$ cat config.mk
export PLATFORM = sky130hd
export DESIGN_NAME = mem_access_stage_flat
export DESIGN_NICKNAME = d
export VERILOG_FILES = /design/src/rtl/mem_access_stage_if.sv /design/src/rtl/mem_access_stage.sv /design/src/flat_wrapper.sv
export SDC_FILE = /design/constraint.sdc
export NUM_CORES = 1
export LEC_CHECK = 0
export ABC_AREA = 1
export CELL_PAD_IN_SITES_DETAIL_PLACEMENT = 1
export CELL_PAD_IN_SITES_GLOBAL_PLACEMENT = 2
export CORE_MARGIN = 2
export CORE_UTILIZATION = 25
export CTS_BUF_LIST = sky130_fd_sc_hd__clkbuf_8
export CTS_CLUSTER_DIAMETER = 80
export DETAILED_ROUTE_END_ITERATION = 12
export HOLD_SLACK_MARGIN = 0.02
export PLACE_DENSITY_LB_ADDON = 0.25
export SYNTH_ARGS = -nofsm -noshare
export SYNTH_HDL_FRONTEND = slang
export SYNTH_SLANG_ARGS = --single-unit
$ cat constraint.sdc
create_clock -name clk -period 2 [get_ports clk]
set_clock_uncertainty 0.05 [all_clocks]
set_input_delay 0.6 -clock clk [delete_from_list [all_inputs] [get_ports clk]]
set_output_delay 0.6 -clock clk [all_outputs]
set_load 0.01 [all_outputs]
$ cat src/rtl/mem_access_stage_if.sv
// Data-memory port between the MEM stage (master) and the data memory (slave).
// One request is held on the bus until gnt; read data returns later with rvalid.
interface mem_access_stage_if;
  logic        req;
  logic        we;
  logic [31:0] addr;
  logic [3:0]  be;
  logic [31:0] wdata;
  logic        gnt;
  logic        rvalid;
  logic [31:0] rdata;

  modport master (output req, we, addr, be, wdata, input gnt, rvalid, rdata);
  modport slave  (input req, we, addr, be, wdata, output gnt, rvalid, rdata);
endinterface

$ cat src/rtl/mem_access_stage.sv
// RV32I MEM stage: executes loads/stores over a req/gnt/rvalid port and forwards
// write-back data to WB, holding EX off while the single access is in flight.
//  state  | meaning
//  IDLE   | accepting from EX; ALU ops and faulting accesses retire next cycle
//  REQ    | request on the bus, fields held stable until gnt
//  WAIT   | load granted, waiting for rvalid
module mem_access_stage #(
  parameter int DATA_WIDTH = 32,
  parameter int ADDR_WIDTH = 5
) (
  input  logic                  clk,
  input  logic                  rst_n,
  input  logic                  EX_valid_i,
  output logic                  EX_ready_o,
  input  logic [DATA_WIDTH-1:0] EX_alu_result_i,
  input  logic [DATA_WIDTH-1:0] EX_rs2_data_i,
  input  logic [2:0]            EX_funct3_i,
  input  logic                  EX_mem_read_i,
  input  logic                  EX_mem_write_i,
  input  logic                  EX_reg_write_i,
  input  logic [ADDR_WIDTH-1:0] EX_rd_addr_i,
  mem_access_stage_if.master    dmem,
  output logic                  MEM_valid_o,
  output logic                  WB_we,
  output logic [ADDR_WIDTH-1:0] WB_wr_addr,
  output logic [DATA_WIDTH-1:0] WB_wr_data,
  output logic                  mem_fault_o
);

  typedef enum logic [1:0] {S_IDLE, S_REQ, S_WAIT} state_t;

  state_t                state_q, state_d;
  logic [DATA_WIDTH-1:0] addr_q, addr_d;
  logic                  we_q, we_d;
  logic [3:0]            be_q, be_d;
  logic [DATA_WIDTH-1:0] wdata_q, wdata_d;
  logic [2:0]            funct3_q, funct3_d;
  logic                  reg_write_q, reg_write_d;
  logic [ADDR_WIDTH-1:0] rd_q, rd_d;

  logic                  mem_valid_q, mem_valid_d;
  logic                  wb_we_q, wb_we_d;
  logic [ADDR_WIDTH-1:0] wb_wr_addr_q, wb_wr_addr_d;
  logic [DATA_WIDTH-1:0] wb_wr_data_q, wb_wr_data_d;
  logic                  mem_fault_q, mem_fault_d;

  logic                  ex_mem_op, ex_misalign, ex_illegal, ex_fault;
  logic [3:0]            st_be;
  logic [DATA_WIDTH-1:0] st_wdata;
  logic [DATA_WIDTH-1:0] ld_lane, ld_data;

  // Decode of the incoming EX access: fault detection and store lane formatting
  always_comb begin
    ex_mem_op   = EX_mem_read_i | EX_mem_write_i;
    ex_misalign = ((EX_funct3_i[1:0] == 2'b10) && (EX_alu_result_i[1:0] != 2'b00)) ||
                  ((EX_funct3_i[1:0] == 2'b01) && EX_alu_result_i[0]);
    ex_illegal  = (EX_mem_read_i && ((EX_funct3_i == 3'b011) || (EX_funct3_i[2:1] == 2'b11))) ||
                  (EX_mem_write_i && EX_funct3_i[2]);
    ex_fault    = ex_mem_op && (ex_misalign || ex_illegal);

    st_be    = 4'b1111;
    st_wdata = EX_rs2_data_i;
    case (EX_funct3_i[1:0])
      2'b00: begin
        st_be    = 4'b0001 << EX_alu_result_i[1:0];
        st_wdata = {4{EX_rs2_data_i[7:0]}};
      end
      2'b01: begin
        st_be    = EX_alu_result_i[1] ? 4'b1100 : 4'b0011;
        st_wdata = {2{EX_rs2_data_i[15:0]}};
      end
      default: ;
    endcase
    if (!EX_mem_write_i) st_be = 4'b0000;
  end

  always_comb begin
    ld_lane = dmem.rdata >> {addr_q[1:0], 3'b000};
    case (funct3_q)
      3'b000:  ld_data = {{24{ld_lane[7]}}, ld_lane[7:0]};
      3'b001:  ld_data = {{16{ld_lane[15]}}, ld_lane[15:0]};
      3'b100:  ld_data = {24'd0, ld_lane[7:0]};
      3'b101:  ld_data = {16'd0, ld_lane[15:0]};
      default: ld_data = ld_lane;
    endcase
  end

  always_comb begin
    state_d      = state_q;
    addr_d       = addr_q;
    we_d         = we_q;
    be_d         = be_q;
    wdata_d      = wdata_q;
    funct3_d     = funct3_q;
    reg_write_d  = reg_write_q;
    rd_d         = rd_q;
    mem_valid_d  = 1'b0;
    wb_we_d      = 1'b0;
    wb_wr_addr_d = '0;
    wb_wr_data_d = '0;
    mem_fault_d  = 1'b0;
    EX_ready_o   = (state_q == S_IDLE);

    case (state_q)
      S_IDLE: begin
        if (EX_valid_i) begin
          if (ex_mem_op && !ex_fault) begin
            state_d     = S_REQ;
            addr_d      = EX_alu_result_i;
            we_d        = EX_mem_write_i;
            be_d        = st_be;
            wdata_d     = st_wdata;
            funct3_d    = EX_funct3_i;
            reg_write_d = EX_reg_write_i;
            rd_d        = EX_rd_addr_i;
          end else if (ex_fault) begin
            mem_valid_d = 1'b1;
            mem_fault_d = 1'b1;
          end else begin
            mem_valid_d  = 1'b1;
            wb_we_d      = EX_reg_write_i;
            wb_wr_addr_d = EX_rd_addr_i;
            wb_wr_data_d = EX_alu_result_i;
          end
        end
      end
      S_REQ: begin
        if (dmem.gnt) begin
          if (we_q) begin
            state_d     = S_IDLE;
            mem_valid_d = 1'b1;
          end else begin
            state_d = S_WAIT;
          end
        end
      end
      S_WAIT: begin
        if (dmem.rvalid) begin
          state_d      = S_IDLE;
          mem_valid_d  = 1'b1;
          wb_we_d      = reg_write_q;
          wb_wr_addr_d = rd_q;
          wb_wr_data_d = ld_data;
        end
      end
      default: state_d = S_IDLE;
    endcase
  end

  always_ff @(posedge clk or negedge rst_n) begin
    if (!rst_n) begin
      state_q      <= S_IDLE;
      addr_q       <= '0;
      we_q         <= 1'b0;
      be_q         <= '0;
      wdata_q      <= '0;
      funct3_q     <= '0;
      reg_write_q  <= 1'b0;
      rd_q         <= '0;
      mem_valid_q  <= 1'b0;
      wb_we_q      <= 1'b0;
      wb_wr_addr_q <= '0;
      wb_wr_data_q <= '0;
      mem_fault_q  <= 1'b0;
    end else begin
      state_q      <= state_d;
      addr_q       <= addr_d;
      we_q         <= we_d;
      be_q         <= be_d;
      wdata_q      <= wdata_d;
      funct3_q     <= funct3_d;
      reg_write_q  <= reg_write_d;
      rd_q         <= rd_d;
      mem_valid_q  <= mem_valid_d;
      wb_we_q      <= wb_we_d;
      wb_wr_addr_q <= wb_wr_addr_d;
      wb_wr_data_q <= wb_wr_data_d;
      mem_fault_q  <= mem_fault_d;
    end
  end

  // Request derives from the state flop so an async reset drops it at once
  assign dmem.req     = (state_q == S_REQ);
  assign dmem.we      = we_q;
  assign dmem.addr    = {addr_q[DATA_WIDTH-1:2], 2'b00};
  assign dmem.be      = be_q;
  assign dmem.wdata   = wdata_q;

  assign MEM_valid_o  = mem_valid_q;
  assign WB_we        = wb_we_q;
  assign WB_wr_addr   = wb_wr_addr_q;
  assign WB_wr_data   = wb_wr_data_q;
  assign mem_fault_o  = mem_fault_q;

endmodule

$ cat src/flat_wrapper.sv
// flat-port wrapper written by rule: the top's interface ports become plain ports
module mem_access_stage_flat 
#(
  parameter int DATA_WIDTH = 32,
  parameter int ADDR_WIDTH = 5
)
  (clk, rst_n, EX_valid_i, EX_ready_o, EX_alu_result_i, EX_rs2_data_i, EX_funct3_i, EX_mem_read_i, EX_mem_write_i, EX_reg_write_i, EX_rd_addr_i, MEM_valid_o, WB_we, WB_wr_addr, WB_wr_data, mem_fault_o, dmem_req, dmem_we, dmem_addr, dmem_be, dmem_wdata, dmem_gnt, dmem_rvalid, dmem_rdata);
  mem_access_stage_if dmem_i ();
  input  logic clk;
  input  logic rst_n;
  input  logic EX_valid_i;
  output logic EX_ready_o;
  input  logic [DATA_WIDTH-1:0] EX_alu_result_i;
  input  logic [DATA_WIDTH-1:0] EX_rs2_data_i;
  input  logic [2:0] EX_funct3_i;
  input  logic EX_mem_read_i;
  input  logic EX_mem_write_i;
  input  logic EX_reg_write_i;
  input  logic [ADDR_WIDTH-1:0] EX_rd_addr_i;
  output logic MEM_valid_o;
  output logic WB_we;
  output logic [ADDR_WIDTH-1:0] WB_wr_addr;
  output logic [DATA_WIDTH-1:0] WB_wr_data;
  output logic mem_fault_o;
  output wire logic [$bits(dmem_i.req)-1:0] dmem_req;
  output wire logic [$bits(dmem_i.we)-1:0] dmem_we;
  output wire logic [$bits(dmem_i.addr)-1:0] dmem_addr;
  output wire logic [$bits(dmem_i.be)-1:0] dmem_be;
  output wire logic [$bits(dmem_i.wdata)-1:0] dmem_wdata;
  input wire logic [$bits(dmem_i.gnt)-1:0] dmem_gnt;
  input wire logic [$bits(dmem_i.rvalid)-1:0] dmem_rvalid;
  input wire logic [$bits(dmem_i.rdata)-1:0] dmem_rdata;
  assign dmem_req = dmem_i.req;
  assign dmem_we = dmem_i.we;
  assign dmem_addr = dmem_i.addr;
  assign dmem_be = dmem_i.be;
  assign dmem_wdata = dmem_i.wdata;
  assign dmem_i.gnt = dmem_gnt;
  assign dmem_i.rvalid = dmem_rvalid;
  assign dmem_i.rdata = dmem_rdata;
  mem_access_stage #(.DATA_WIDTH(DATA_WIDTH), .ADDR_WIDTH(ADDR_WIDTH)) u_core (.clk(clk), .rst_n(rst_n), .EX_valid_i(EX_valid_i), .EX_ready_o(EX_ready_o), .EX_alu_result_i(EX_alu_result_i), .EX_rs2_data_i(EX_rs2_data_i), .EX_funct3_i(EX_funct3_i), .EX_mem_read_i(EX_mem_read_i), .EX_mem_write_i(EX_mem_write_i), .EX_reg_write_i(EX_reg_write_i), .EX_rd_addr_i(EX_rd_addr_i), .dmem(dmem_i), .MEM_valid_o(MEM_valid_o), .WB_we(WB_we), .WB_wr_addr(WB_wr_addr), .WB_wr_data(WB_wr_data), .mem_fault_o(mem_fault_o));
endmodule
== Word level (Yosys, flattened, before mapping) ==
Index checks and enable logic that the tools add are counted.

* Flip-flop bits (word level): 120
* Input port bits: 112
* Output and inout bits: 111
* Logic and storage cells: 82

* Eq/ne operators: 13
* Shift-type cells: 2
* Muxes and demuxes: 36
* Bitwise gates (word level): 1
* Reductions and logical operators: 17

{| class="wikitable"
|+ Operators by type and width
! kind !! number
|-
| $mux 32 || 4
|-
| $pmux 32 s2 || 2
|-
| $pmux 32 s4 || 1
|-
| $shr 32x5->32 || 1
|-
| $mux 5 || 4
|-
| $mux 1 || 13
|-
| $mux 2 || 5
|-
| $pmux 5 s2 || 1
|-
| $mux 4 || 2
|-
| $pmux 4 s2 || 1
|-
| $eq 2x2->1 const B || 3
|-
| $eq 3x3->1 const B || 2
|-
| $logic_and 1x1->1 || 6
|-
| $pmux 2 s3 || 1
|-
| $eq 2x1->1 const B || 2
|-
| $logic_not 2->1 || 2
|-
| $logic_or 1x1->1 || 4
|-
| $ne 2x1->1 const B || 2
|-
| $ne 2x2->1 const B || 2
|-
| $reduce_and 4->1 || 1
|-
| $shl 1x2->4 const A || 1
|-
| $eq 3x1->1 const B || 1
|-
| $eq 3x2->1 const B || 1
|-
| $logic_not 3->1 || 1
|-
| 6 further kinds || 6
|}

== Depth between registers and ports, before layout ==
* Depth in word-level cells: 11
* Mapped depth: 10
* Mapped depth without buffers: 8

== Worst setup path after synthesis ==
OpenSTA, ideal clock, no wires.

* Path type: input -> register
* Start: input EX_funct3_i[0]
* End: register u_core.wdata_q[10] (netlist: u_core.dmem.wdata[10])
* Library setup time: 0.117 ns
* Data arrival time: 1.411 ns
* Data required time: 1.833 ns
* Setup slack: 0.422 ns
* Stages: 8
* Buffers on the path: 2
* Cells stage by stage: o21ai_0 nand2_1 nand2_2 nand3_2 buf_6 buf_6 nand2_1 nand2_1

* Longest elaborated chain between the ends: 9
* Elaborated cells on any way between the ends: 16
* Classes of those cells: eq/ne: 3; mux: 1; reduce/logical: 12

{| class="wikitable"
|+ RTL lines
! what !! line !! source
|-
| from (decl) || flat_wrapper.sv:15 || <nowiki>input logic [2:0] EX_funct3_i;</nowiki>
|-
| $eq 3x2->1 || mem_access_stage.sv:57 || <nowiki>ex_illegal = (EX_mem_read_i && ((EX_funct3_i == 3'b011) || (EX_funct3_i[2:1] == 2'b11))) ||</nowiki>
|-
| $logic_or 1x1->1 || mem_access_stage.sv:57 ||
|-
| $logic_and 1x1->1 || mem_access_stage.sv:57 ||
|-
| $logic_or 1x1->1 || mem_access_stage.sv:57 ||
|-
| $logic_or 1x1->1 || mem_access_stage.sv:59 || <nowiki>ex_fault = ex_mem_op && (ex_misalign || ex_illegal);</nowiki>
|-
| $logic_and 1x1->1 || mem_access_stage.sv:59 ||
|-
| $logic_not 1->1 || mem_access_stage.sv:107 || <nowiki>if (ex_mem_op && !ex_fault) begin</nowiki>
|-
| $logic_and 1x1->1 || mem_access_stage.sv:107 ||
|-
| $reduce_and 3->1 (no line) || n/a ||
|-
| to (signal assigned) || mem_access_stage.sv:170 || <nowiki>wdata_q <= wdata_d;</nowiki>
|-
| to (decl) || mem_access_stage.sv:36 || <nowiki>logic [DATA_WIDTH-1:0] wdata_q, wdata_d;</nowiki>
|}

Parallel ways exist; a longest one is shown, timed or not.
A chain may end at the register's enable or synchronous reset.

== Worst setup path after layout ==
* Start: register u_core.wb_wr_data_q[7] (netlist: u_core.WB_wr_data[7])
* End: output WB_wr_data[7]

{| class="wikitable"
|+ RTL lines
! what !! line !! source
|-
| from (decl) || mem_access_stage.sv:44 || <nowiki>logic [DATA_WIDTH-1:0] wb_wr_data_q, wb_wr_data_d;</nowiki>
|-
| from (signal assigned) || mem_access_stage.sv:177 || <nowiki>wb_wr_data_q <= wb_wr_data_d;</nowiki>
|-
| to (decl) || flat_wrapper.sv:23 || <nowiki>output logic [DATA_WIDTH-1:0] WB_wr_data;</nowiki>
|}

No word-level cell between the ends.

==> out/metrics.cfg <==
[layout]
diodes = 0
nNetsFinal = 1119
final_layout_size_suffix_gt1_share_pct = 9.118
fillers = 2968
layout_commonest_cell = nand2_1
stdcell_area_mm2 = 0.009144
layout_common_cells = 395 x nand2_1, 120 x dfrtp_1, 111 x clkdlybuf4s50_1
final_util_pct = 37.71
final_cells = 1344
syn_to_final_growth_pct = 48.21

[cts]
cts_max_path_buffers = 2
cts.htree.levels = 4
root_buffer = clkbuf_8
clkSlewWorstSetupHoldPaths_ns = 0.08
clk_latency_ns = 0.45
numCtsBuffers = 17
clock_sinks = 120
cts_tree = done

[worst_setup_path]
path_depth = 1
worstPathMaxFanout = 1
reg2reg_depth = 7
cp_slowest_stage_delay_ns = 0.53
path_class = reg -> out
cp.required_ns = 1.35
arrival_ns = 1.29
start_kind = register
cpMaxStageDelayCell = clkdlybuf4s50_1
crit_buf_inv = 1
cp_top_family = buffers and inverters
end_kind = output port
worstPathCellList = clkdlybuf4s50_1

[route]
dr.pass1.iters = 4
dr.first_iter.drc_count = 360
viasPerCell = 4.576
wl_met2_mm = 11.25
vias = 6150
drcViolationCount = 0
postRouteAntennaNets = 0
wl_per_cell_um = 17.55
wl_mm = 23.59
route.met3.wl_mm = 1.134
wirelength_met1_mm = 11.03
dr.max_layer_used = met4

[grt]
grt_pass1_vias = 6556
antenna_found_initial = 1
grt_pass1_wl_mm = 37.69
gr-total-overflow = 0
grt_max_degree = 42
grt_usage_pct = 18.70

[floorplanning]
dieHeight_um = 161.1
io_pins = 223
dieWidth_um = 161.1
core-area_mm2 = 0.02425
start_util_pct = 25.44
die_area_mm2 = 0.02595
rows = 57

[placed_design]
place_congestion = 0.7801
placement.setup.worst_slack_ns = -0.1926
post_dp_cell_area_mm2 = 0.008823
dpl.hpwl_mm = 17.25
io_buffers = 220
dp.cells = 1309

[pwr]
pwr_density_cell_mw_per_mm2 = 1031
total_power_uw = 9426
peakVddDrop_uv = 442.8
cellLeakagePower_uw = 0.005001

[synthesis]
seq_area_frac_synth_pct = 48.67
syn_area_mm2 = 0.006170
ys_top_cells_by_area = dfrtp_1 49%, nand2_1 24%, nand4_1 7.9%
ys_warn_count = 0
yosys_register_bits = 120
synth_top_area_share_pct = 48.67
syn_inst = 810
avgSynthCellArea_um2 = 7.617
synth_top_area_cell = dfrtp_1
yosysUniqueCellTypes = 26

[timing]
setup_viol = 0
setup_ws_ns = 0.06162
clock.fmax_mhz = 515.9
finalCriticalPeriod_ns = 1.938
maxSlewViolCount = 0
rsz0062_at_grt = false
finalHoldViolations = 0
period_share_pct = 96.92

[min_path]
min_path_type = reg -> reg
hold_depth = 2

[status]
status = complete, no violations

[flow_run]
cap_viol_max_count = 0

final cells by class:
cell class                 instances  area (µm²)  area share, %
tap                              324       405.4          4.433
clock buffer                      17       234.0          2.559
multi-input combinational        586        2619          28.64
clock inverter                    15       156.4          1.710
timing repair buffer             266        2666          29.16
sequential                       120        3003          32.84
inverter                          16       60.06         0.6568
per-layer routing:
metal  track usage, %  vias to the layer above
li1                 -                     3013
met1            25.59                     2973
met2            30.51                      152
met3            4.212                       12
met4            3.734                        0
met5                0                        -
worst paths after layout:
check,from,to,slack (ns)
min,u_core.addr_q[8],u_core.addr_q[8],0.42
min reg2reg,u_core.addr_q[8],u_core.addr_q[8],0.42
max,u_core.WB_wr_data[7],WB_wr_data[7],0.06
max reg2reg,u_core.state_q[1],u_core.addr_q[18],0.37
max in group asynchronous,rst_n,u_core.reg_write_q,0.82
min in group asynchronous,rst_n,u_core.dmem.be[3],0.55
sequential cells by signal, indices dropped and copies added, names as in the netlist, 2 cells and up:
signal / cells
u_core.WB_wr_data: 32
u_core.addr_q: 32
u_core.dmem.wdata: 32
u_core.WB_wr_addr: 5
u_core.rd_q: 5
u_core.dmem.be: 4
u_core.funct3_q: 3
u_core.state_q: 2
cell families after synthesis:
group | after synthesis | share of synthesized area, %
AO/OA/AOI/OAI | 54 | 5.111
buffers and inverters | 105 | 9.187
flip-flops | 120 | 48.67
other | 1 | 0.06078
AND/OR/NAND/NOR | 530 | 36.97
report_power, final:
group | switching, µW | total [µW] | leakage, µW | internal (µW)
sequential | 402 | 3510 | 0.00155 | 3100
combinational | 2120 | 3690 | 0.00326 | 1570
clock | 1120 | 2230 | 0.000189 | 1110
total | 3650 | 9430 | 0.00500 | 5780
metrics by stage:
| step | TNS (ns) | hold slack (ns) |
|---|---|---|
| 5_1_grt | 0 | 0.4491 |
| 3_3_place_gp | -11.85 | 0.4049 |
| 6_report | 0 | 0.4181 |
| 4_1_cts | 0 | 0.4249 |
| 2_1_floorplan | 0 | 0.2544 |
| 3_5_place_dp | -15.23 | 0.4107 |
Yosys cell counts:
cell type and n:
o21ai_0 17, a31oi_1 1, nand4_1 78, nand3_2 3, inv_1 11, a21oi_1 20, buf_6 3, a21boi_0 1
nand3_1 41, clkbuf_1 24, inv_2 5, dfrtp_1 120, buf_2 18, conb_1 1, nand2_2 2, nor2_1 7
nor2_2 1, buf_4 34, o211ai_1 6, buf_1 10, o32ai_1 1, nand2_1 395, a22o_1 6, o21ai_1 2
nor2_4 2, nand3b_1 1
timing repair:
item                                   CTS  global route
pin swaps                                0             1
gates resized for setup                100            14
hold buffers                             1             0
setup endpoints to repair               96            14
setup buffers                            1             1
endpoints found under the hold margin   27             0
Power figures use the tool's default switching activity.
